## config.mk

```make
export PLATFORM = sky130hd
export DESIGN_NAME = uart_rx_flat
export DESIGN_NICKNAME = d
export VERILOG_FILES = /design/src/rtl/uart_pkg.sv /design/src/rtl/uart_rx_if.sv /design/src/rtl/uart_rx_bit_timer.sv /design/src/rtl/uart_rx.sv /design/src/flat_wrapper.sv
export SDC_FILE = /design/constraint.sdc
export NUM_CORES = 1
export LEC_CHECK = 0
export ABC_AREA = 1
export CORE_ASPECT_RATIO = 0.7
export CORE_MARGIN = 5
export CORE_UTILIZATION = 60
export CTS_CLUSTER_DIAMETER = 200
export DETAILED_ROUTE_END_ITERATION = 10
export PLACE_DENSITY = 0.81
export SYNTH_ARGS = -nofsm -noshare
export SYNTH_HDL_FRONTEND = slang
export SYNTH_SLANG_ARGS = --single-unit
```

## constraint.sdc

```tcl
create_clock -name clk -period 3.9 [get_ports clk]
set_input_delay 0.78 -clock clk [delete_from_list [all_inputs] [get_ports clk]]
set_output_delay 0.78 -clock clk [all_outputs]
set_load 0.05 [all_outputs]
```

## src/rtl/uart_pkg.sv

```systemverilog
// -----------------------------------------------------------------------------
// uart_pkg
// Shared UART definitions, used by the receiver and the transmitter.
//   uart_state_t         : frame FSM states (IDLE, START, DATA, STOP)
//   DATA_BITS            : payload bits per frame (8N1)
//   DEFAULT_CLKS_PER_BIT : 100 MHz clock / 115200 baud
// -----------------------------------------------------------------------------
package uart_pkg;

    typedef enum logic [1:0] {
        IDLE,
        START,
        DATA,
        STOP
    } uart_state_t;

    localparam int DATA_BITS            = 8;
    localparam int DEFAULT_CLKS_PER_BIT = 868;

endpackage

```

## src/rtl/uart_rx_if.sv

```systemverilog
// -----------------------------------------------------------------------------
// uart_rx_if
// Bus-side interface of the UART receiver.
//   rd_ack    : bus has consumed rx_data (driven by master)
//   rx_data   : last received byte
//   rx_valid  : rx_data holds an unread byte (level)
//   frame_err : one-cycle pulse, stop bit sampled low
//   overrun   : sticky, a byte was overwritten before being read
//   busy      : a frame is being received
// Modports: master = register/bus side, slave = receiver.
// -----------------------------------------------------------------------------
interface uart_rx_if;
    import uart_pkg::*;

    logic                 rd_ack;
    logic [DATA_BITS-1:0] rx_data;
    logic                 rx_valid;
    logic                 frame_err;
    logic                 overrun;
    logic                 busy;

    modport master (
        output rd_ack,
        input  rx_data,
        input  rx_valid,
        input  frame_err,
        input  overrun,
        input  busy
    );

    modport slave (
        input  rd_ack,
        output rx_data,
        output rx_valid,
        output frame_err,
        output overrun,
        output busy
    );

endinterface

```

## src/rtl/uart_rx_bit_timer.sv

```systemverilog
// -----------------------------------------------------------------------------
// rx_bit_timer
// Loadable down-counter that paces the receiver's bit sampling.
//   clk         in  system clock
//   rst         in  synchronous reset, active-low
//   i_load_half in  load CLKS_PER_BIT/2 - 1 (centre of the start bit)
//   i_load_full in  load CLKS_PER_BIT - 1 (one full bit period)
//   o_tick      out counter has reached zero
// The counter holds at zero rather than wrapping, so o_tick stays high while
// the FSM idles and no spurious reload happens.
// -----------------------------------------------------------------------------
module rx_bit_timer
    import uart_pkg::*;
#(
    parameter int CLKS_PER_BIT = DEFAULT_CLKS_PER_BIT
) (
    input  logic clk,
    input  logic rst,
    input  logic i_load_half,
    input  logic i_load_full,
    output logic o_tick
);

    localparam int CNT_W = $clog2(CLKS_PER_BIT);

    localparam logic [CNT_W-1:0] HALF_VAL = CNT_W'(CLKS_PER_BIT / 2 - 1);
    localparam logic [CNT_W-1:0] FULL_VAL = CNT_W'(CLKS_PER_BIT - 1);

    logic [CNT_W-1:0] r_cnt;

    always_ff @(posedge clk) begin
        if (!rst) begin
            r_cnt <= '0;
        end else if (i_load_half) begin
            r_cnt <= HALF_VAL;
        end else if (i_load_full) begin
            r_cnt <= FULL_VAL;
        end else if (r_cnt != '0) begin
            r_cnt <= r_cnt - 1'b1;
        end
    end

    assign o_tick = (r_cnt == '0);

endmodule

```

## src/rtl/uart_rx.sv

```systemverilog
// -----------------------------------------------------------------------------
// uart_rx
// 8N1 UART receiver: synchronizes rxd, samples each bit at mid-bit, and holds
// the received byte in a one-entry buffer until the bus acknowledges it.
//   clk  in  system clock, rising edge
//   rst  in  synchronous reset, active-low
//   rxd  in  serial input, idle high, asynchronous to clk
//   bus      uart_rx_if.slave (rd_ack in; rx_data, rx_valid, frame_err,
//            overrun, busy out)
// -----------------------------------------------------------------------------
module uart_rx
    import uart_pkg::*;
#(
    parameter int CLKS_PER_BIT = DEFAULT_CLKS_PER_BIT,
    parameter int SYNC_STAGES  = 2
) (
    input  logic       clk,
    input  logic       rst,
    input  logic       rxd,
    uart_rx_if.slave   bus
);

    logic [SYNC_STAGES-1:0] r_sync;
    logic                   r_rxs_prev;
    logic                   w_rxs;
    logic                   w_fall;

    uart_state_t            r_state;
    uart_state_t            w_state_nxt;

    logic [2:0]             r_bit_idx;
    logic [DATA_BITS-1:0]   r_shreg;
    logic [DATA_BITS-1:0]   r_rx_data;
    logic                   r_rx_valid;
    logic                   r_frame_err;
    logic                   r_overrun;

    logic                   w_tick;
    logic                   w_load_half;
    logic                   w_load_full;
    logic                   w_shift;
    logic                   w_stop_tick;
    logic                   w_busy;
    logic                   w_last_bit;

    // Synchronizer presets to idle-high so reset never looks like a start edge.
    always_ff @(posedge clk) begin
        if (!rst) begin
            r_sync     <= '1;
            r_rxs_prev <= 1'b1;
        end else begin
            r_sync     <= {r_sync[SYNC_STAGES-2:0], rxd};
            r_rxs_prev <= w_rxs;
        end
    end

    assign w_rxs      = r_sync[SYNC_STAGES-1];
    assign w_fall     = r_rxs_prev & ~w_rxs;
    assign w_last_bit = (r_bit_idx == 3'(DATA_BITS - 1));

    rx_bit_timer #(
        .CLKS_PER_BIT (CLKS_PER_BIT)
    ) u_timer (
        .clk         (clk),
        .rst         (rst),
        .i_load_half (w_load_half),
        .i_load_full (w_load_full),
        .o_tick      (w_tick)
    );

    // FSM: state register
    always_ff @(posedge clk) begin
        if (!rst) begin
            r_state <= IDLE;
        end else begin
            r_state <= w_state_nxt;
        end
    end

    // FSM: next state
    always_comb begin
        w_state_nxt = r_state;
        case (r_state)
            IDLE:  if (w_fall) w_state_nxt = START;
            START: if (w_tick) w_state_nxt = w_rxs ? IDLE : DATA;
            DATA:  if (w_tick && w_last_bit) w_state_nxt = STOP;
            STOP:  if (w_tick) w_state_nxt = IDLE;
            default: w_state_nxt = IDLE;
        endcase
    end

    // FSM: outputs. The timer reloads on every state entry, including the
    // DATA->STOP transition after the last data bit.
    always_comb begin
        w_load_half = 1'b0;
        w_load_full = 1'b0;
        w_shift     = 1'b0;
        w_stop_tick = 1'b0;
        w_busy      = (r_state != IDLE);
        case (r_state)
            IDLE:  w_load_half = w_fall;
            START: w_load_full = w_tick & ~w_rxs;
            DATA: begin
                w_load_full = w_tick;
                w_shift     = w_tick;
            end
            STOP:  w_stop_tick = w_tick;
            default: ;
        endcase
    end

    // Shift register fills from the MSB so the first (LSB) bit ends at bit 0.
    always_ff @(posedge clk) begin
        if (!rst) begin
            r_bit_idx <= '0;
        end else if (w_load_half) begin
            r_bit_idx <= '0;
        end else if (w_shift) begin
            r_bit_idx <= r_bit_idx + 1'b1;
        end
    end

    always_ff @(posedge clk) begin
        if (w_shift) begin
            r_shreg <= {w_rxs, r_shreg[DATA_BITS-1:1]};
        end
    end

    // Holding buffer: a completing frame beats a simultaneous rd_ack, and the
    // ack in that cycle suppresses overrun.
    always_ff @(posedge clk) begin
        if (!rst) begin
            r_rx_data   <= '0;
            r_rx_valid  <= 1'b0;
            r_frame_err <= 1'b0;
            r_overrun   <= 1'b0;
        end else begin
            r_frame_err <= w_stop_tick & ~w_rxs;
            if (w_stop_tick && w_rxs) begin
                r_rx_data  <= r_shreg;
                r_rx_valid <= 1'b1;
                r_overrun  <= bus.rd_ack ? 1'b0 : (r_overrun | r_rx_valid);
            end else if (bus.rd_ack) begin
                r_rx_valid <= 1'b0;
                r_overrun  <= 1'b0;
            end
        end
    end

    assign bus.rx_data   = r_rx_data;
    assign bus.rx_valid  = r_rx_valid;
    assign bus.frame_err = r_frame_err;
    assign bus.overrun   = r_overrun;
    assign bus.busy      = w_busy;

endmodule

```

## src/flat_wrapper.sv

```systemverilog
// flat-port wrapper written by rule: the top's interface ports become plain ports
module uart_rx_flat import uart_pkg::*;
#(
    parameter int CLKS_PER_BIT = DEFAULT_CLKS_PER_BIT,
    parameter int SYNC_STAGES  = 2
)
  (clk, rst, rxd, bus_rd_ack, bus_rx_data, bus_rx_valid, bus_frame_err, bus_overrun, bus_busy);
  uart_rx_if bus_i ();
  input  logic clk;
  input  logic rst;
  input  logic rxd;
  input wire logic [$bits(bus_i.rd_ack)-1:0] bus_rd_ack;
  output wire logic [$bits(bus_i.rx_data)-1:0] bus_rx_data;
  output wire logic [$bits(bus_i.rx_valid)-1:0] bus_rx_valid;
  output wire logic [$bits(bus_i.frame_err)-1:0] bus_frame_err;
  output wire logic [$bits(bus_i.overrun)-1:0] bus_overrun;
  output wire logic [$bits(bus_i.busy)-1:0] bus_busy;
  assign bus_i.rd_ack = bus_rd_ack;
  assign bus_rx_data = bus_i.rx_data;
  assign bus_rx_valid = bus_i.rx_valid;
  assign bus_frame_err = bus_i.frame_err;
  assign bus_overrun = bus_i.overrun;
  assign bus_busy = bus_i.busy;
  uart_rx #(.CLKS_PER_BIT(CLKS_PER_BIT), .SYNC_STAGES(SYNC_STAGES)) u_core (.clk(clk), .rst(rst), .rxd(rxd), .bus(bus_i));
endmodule
```

# Word-level counts from Yosys, hierarchy flattened
# Cells that the tools add are included.
# word_totals
regBits	37
latchBits	0
mem_bits_rw	0
mem_bits_ro	0
inputBits	4
out_inout_bits	12
elab_cells	57
mem_count	0
# classes
add_sub_neg	2
multipliers	0
div	0
order_cmp	0
n_eq_ne	8
shifts	0
mux	17
n_bitwise	6
n_reduce_logical	12
# op_table
op	n
$mux 10	2
$logic_not 10->1	1
$mux 2	5
$reduce_bool 10->1	1
$sub 10x1->10 const B	1
$mux 9	1
$ne 2x1->1 const B	4
$pmux 2 s4	1
$mux 1	7
$reduce_bool 2->1	3
$eq 2x2->1 const B	2
$reduce_and 4->1	1
$add 3x1->3 const B	1
$and 1x1->1	3
$eq 3x3->1 const B	1
$reduce_bool 3->1	1
$reduce_or 3->1	1
$eq 2x1->1 const B	1
$logic_and 1x1->1	2
$logic_not 2->1	1
$not 1->1	2
$pmux 1 s2	1
$reduce_or 2->1	1
$or 1x1->1	1

# Longest topological paths before layout
# logic_depth
depth_word	5
depth_mapped	10
ltp_nobuf	10

# By module
# Synthesis repeated with hierarchy kept, for this count alone.
# unflattened
hier_cells	207
area_unflattened_um2	1701.6
# modules_own_cells
module	instances	cells_each	area_per_inst_um2	seq_area_each_um2
uart_rx	1	106	1047.3	620.6
rx_bit_timer	1	101	654.4	200.2

# Least setup slack after synthesis
# No wires, ideal clock.
# synth_timing
path_type	register -> output
start	reg u_core.r_state[0]
end	out bus_busy
arrival_time_ns	0.988
required_ns	3.120
slack_ns	2.132
stages_incl_launch_ff	4
path_buffers	0
path_cell_list	dfxtp_1 inv_1 ha_1 inv_1
# synth_between
elab_chain_cells	1
# synth_lines
element	line_no	text
from (decl)	uart_rx.sv:28	uart_state_t r_state;
from (signal assigned)	uart_rx.sv:76	r_state <= w_state_nxt;
$reduce_bool 2->1	uart_rx.sv:99	w_busy = (r_state != IDLE);
to (decl)	flat_wrapper.sv:17	output wire logic [$bits(bus_i.busy)-1:0] bus_busy;
# Every way passes these cells.

# Final worst setup path
# Ends and elaborated chain as after synthesis.

==> flow_summary.json <==
{
  "status": "completed",
  "cp_cell_sequence": "inv_1, ha_1, inv_1, clkdlybuf4s50_1",
  "max_freq_mhz": 368.6,
  "hold_start": "u_core.r_sync[0]",
  "start_util_pct": 61.08,
  "ir_drop_mv": 0.4599,
  "post-route-period-util_pct": 69.56,
  "nFillCells": 217,
  "drt-total-wl_um": 3133,
  "area_growth_pct": 16.25,
  "synthFlopType": "dfxtp_1",
  "endpoint_kind": "output pin",
  "drt-initial-drc-count": 71,
  "ys_ff_latch": 37,
  "htreeDepth": 2,
  "grt_pass1_wl_um": 5202,
  "finalHoldViolations": 0,
  "io_pins": 16,
  "cts_resized": 0,
  "synthCells": 192,
  "cts_buffers": 5,
  "fp.dieArea_mm2": 0.003941,
  "die_x_um": 72.92,
  "avgSynthCellArea_um2": 8.661,
  "setup_viol": 0,
  "clk_pin_slew_ns": 0.07,
  "fin_util_pct": 71.00,
  "cp_slowest_cell": "clkdlybuf4s50_1",
  "ant_nets": 0,
  "viasPerCell": 5.157,
  "port_buffers": 15,
  "ys_types": 27,
  "grt_pass1_vias": 1202,
  "cts_tree": "built",
  "slowest_delay_ns": 0.81,
  "grt_overflow": 0,
  "post_cts.repair.setup_buffers": 0,
  "yosysSeqAreaShare_pct": 49.36,
  "power_density_mw_per_mm2": 655.2,
  "cts_root_buf": "clkbuf_8",
  "clock_latency_ns": 0.29,
  "core_mm2": 0.002723,
  "cpMostUsedCell": "inv_1",
  "cts.sink_count": 37,
  "startpoint_type": "register",
  "cap_viol_max_count": 0,
  "fin_nets": 224,
  "synth_edf_count": 8,
  "cts_buffer_depth": 2,
  "cp_top_family": "buffers and inverters",
  "worstMarginPinSlew_ns": 0.5030,
  "relSlewSlack_pct": 66.36,
  "ff2ff_setup_slack_ns": 2.09,
  "antenna_found_initial": 0,
  "fin_skew_ns": 0.002420,
  "die_h_um": 54.05,
  "timing.rr.start": "u_core.u_timer.r_cnt[0]",
  "worstPathArrival_ns": 1.93,
  "hold_buffers": 0,
  "wl_per_cell_um": 12.58,
  "worstSetupStartpoint": "u_core.r_state[0]",
  "holdCritPathClass": "reg2reg",
  "fin_tns_setup_ns": 0,
  "period_needed_ns": 2.713,
  "leakage_nw": 0.8116,
  "finalMaxSlewViolations": 0,
  "cp.required_ns": 3.12,
  "antenna_cells": 0,
  "synth_nets": 204,
  "std_cell_rows": 16,
  "drt-pass1-iter-count": 4,
  "drcViolationCount": 0,
  "grt_max_degree": 19,
  "critPathBufInv": 3,
  "globalplace.congestion": 0.8759,
  "hpwl_um": 2328,
  "rsz0062_at_grt": "no",
  "ys_warn_count": 0,
  "synthArstFlopShare_pct": 0,
  "crit_type": "reg2out",
  "drive_gt1_share_pct": 9.859,
  "grt.total_usage_pct": 18.04,
  "vias": 1284,
  "syn_area_mm2": 0.001663,
  "cp_max_fo": 5
}
## cell families after synthesis
kind of cell	after synthesis	share of synthesized area (%)
AO/OA/AOI/OAI	38	13.70
XOR/XNOR	4	2.107
adder cells (fa/ha/maj)	8	6.020
buffers and inverters	32	7.749
flip-flops	37	49.36
AND/OR/NAND/NOR	73	21.07
## where the power goes
| group | internal, W | total, W | switching, W |
|---|---|---|---|
| registers | 0.000446 | 0.000498 | 0.0000518 |
| logic | 0.000179 | 0.000497 | 0.000318 |
| clock network | 0.000140 | 0.000271 | 0.000131 |
| total | 0.000765 | 0.00127 | 0.000501 |
## layout by cell type (no fill, tap or decap), types with 2 or more instances in the layout
master,count
a21oi_1,19
a21oi_2,3
clkbuf_8,6
clkdlybuf4s50_1,15
clkinv_1,2
dfxtp_1,29
edfxtp_1,8
ha_1,8
inv_1,29
nand2_1,32
nand3_1,6
nor2_1,18
nor2_2,2
nor2_4,2
nor3_1,4
o21a_1,8
o21ai_0,5
or2_2,4
xor2_1,4
## registers in the layout (all words and copies together), names as in the netlist, named ones only
name,count
u_core.bus.frame_err,1
u_core.bus.overrun,1
u_core.bus.rx_data,8
u_core.bus.rx_valid,1
u_core.r_bit_idx,3
u_core.r_rxs_prev,1
u_core.r_shreg,8
u_core.r_state,1
u_core.r_sync,2
u_core.u_timer.r_cnt,10
## worst reg2reg max path: stages, from the launching register on
cell and delay, ns:
dfxtp_1 0.32, inv_1 0.11, ha_1 0.22, nand4_2 0.15, nor2_4 0.21, nand2_1 0.14
inv_1 0.33
## per-layer routing
metal	track usage, %	routed length (um)	share of wire, %
met4	9.202	81	2.6
met3	7.463	239	7.6
met1	21.58	1437	46
met5	0	0	0
met2	28.14	1375	44
## worst paths after layout
check | end | cells after the start
setup / recovery | bus_busy | 4
hold / removal | u_core.r_sync[1] | 1
setup reg to reg | u_core.r_shreg[4] | 6
hold reg to reg | u_core.r_sync[1] | 1
## layout make-up
class	instances	area (um2)	area share (%)
Timing Repair Buffer	15	150.1	7.767
Clock inverter	2	8.758	0.4531
Multi-Input combinational cell	123	713.2	36.89
Clock buffer	6	82.58	4.272
Inverter	30	112.6	5.825
Sequential cell	37	820.8	42.46
Tap cell	36	45.04	2.330
## through the flow
step / hold WS (ns) / instance area [um2] / instances / total power [W] / worst slack, ns
final: 0.4413 / 1933 / 249 / 0.001267 / 1.187
after global routing: 0.4496 / 1933 / 249 / 0.001367 / 1.090
after CTS: 0.4433 / 1933 / 249 / 0.001267 / 1.191
after detailed placement: 0.4280 / 1842 / 241 / 0.0009954 / 1.497
after global placement: 0.3968 / 1842 / 241 / 0.0009767 / 1.566
after floorplan: 0.3925 / 1663 / 192 / 0.0008933 / 2.132
## cell usage after synthesis (2+ instances only)
master | instances | area (um2)
nor2_1 | 18 | 67.56
o21ai_0 | 5 | 25.02
or2_2 | 4 | 25.02
xor2_1 | 4 | 35.03
nor3_1 | 4 | 20.02
ha_1 | 8 | 100.1
nor2_2 | 2 | 12.51
nor2_4 | 2 | 22.52
o21a_1 | 8 | 60.06
edfxtp_1 | 8 | 240.2
inv_1 | 29 | 108.9
a21oi_1 | 19 | 95.09
nand2_1 | 32 | 120.1
dfxtp_1 | 29 | 580.6
nand3_1 | 6 | 30.03
a21oi_2 | 3 | 26.28
No activity file was read; power rests on OpenSTA's default activity.
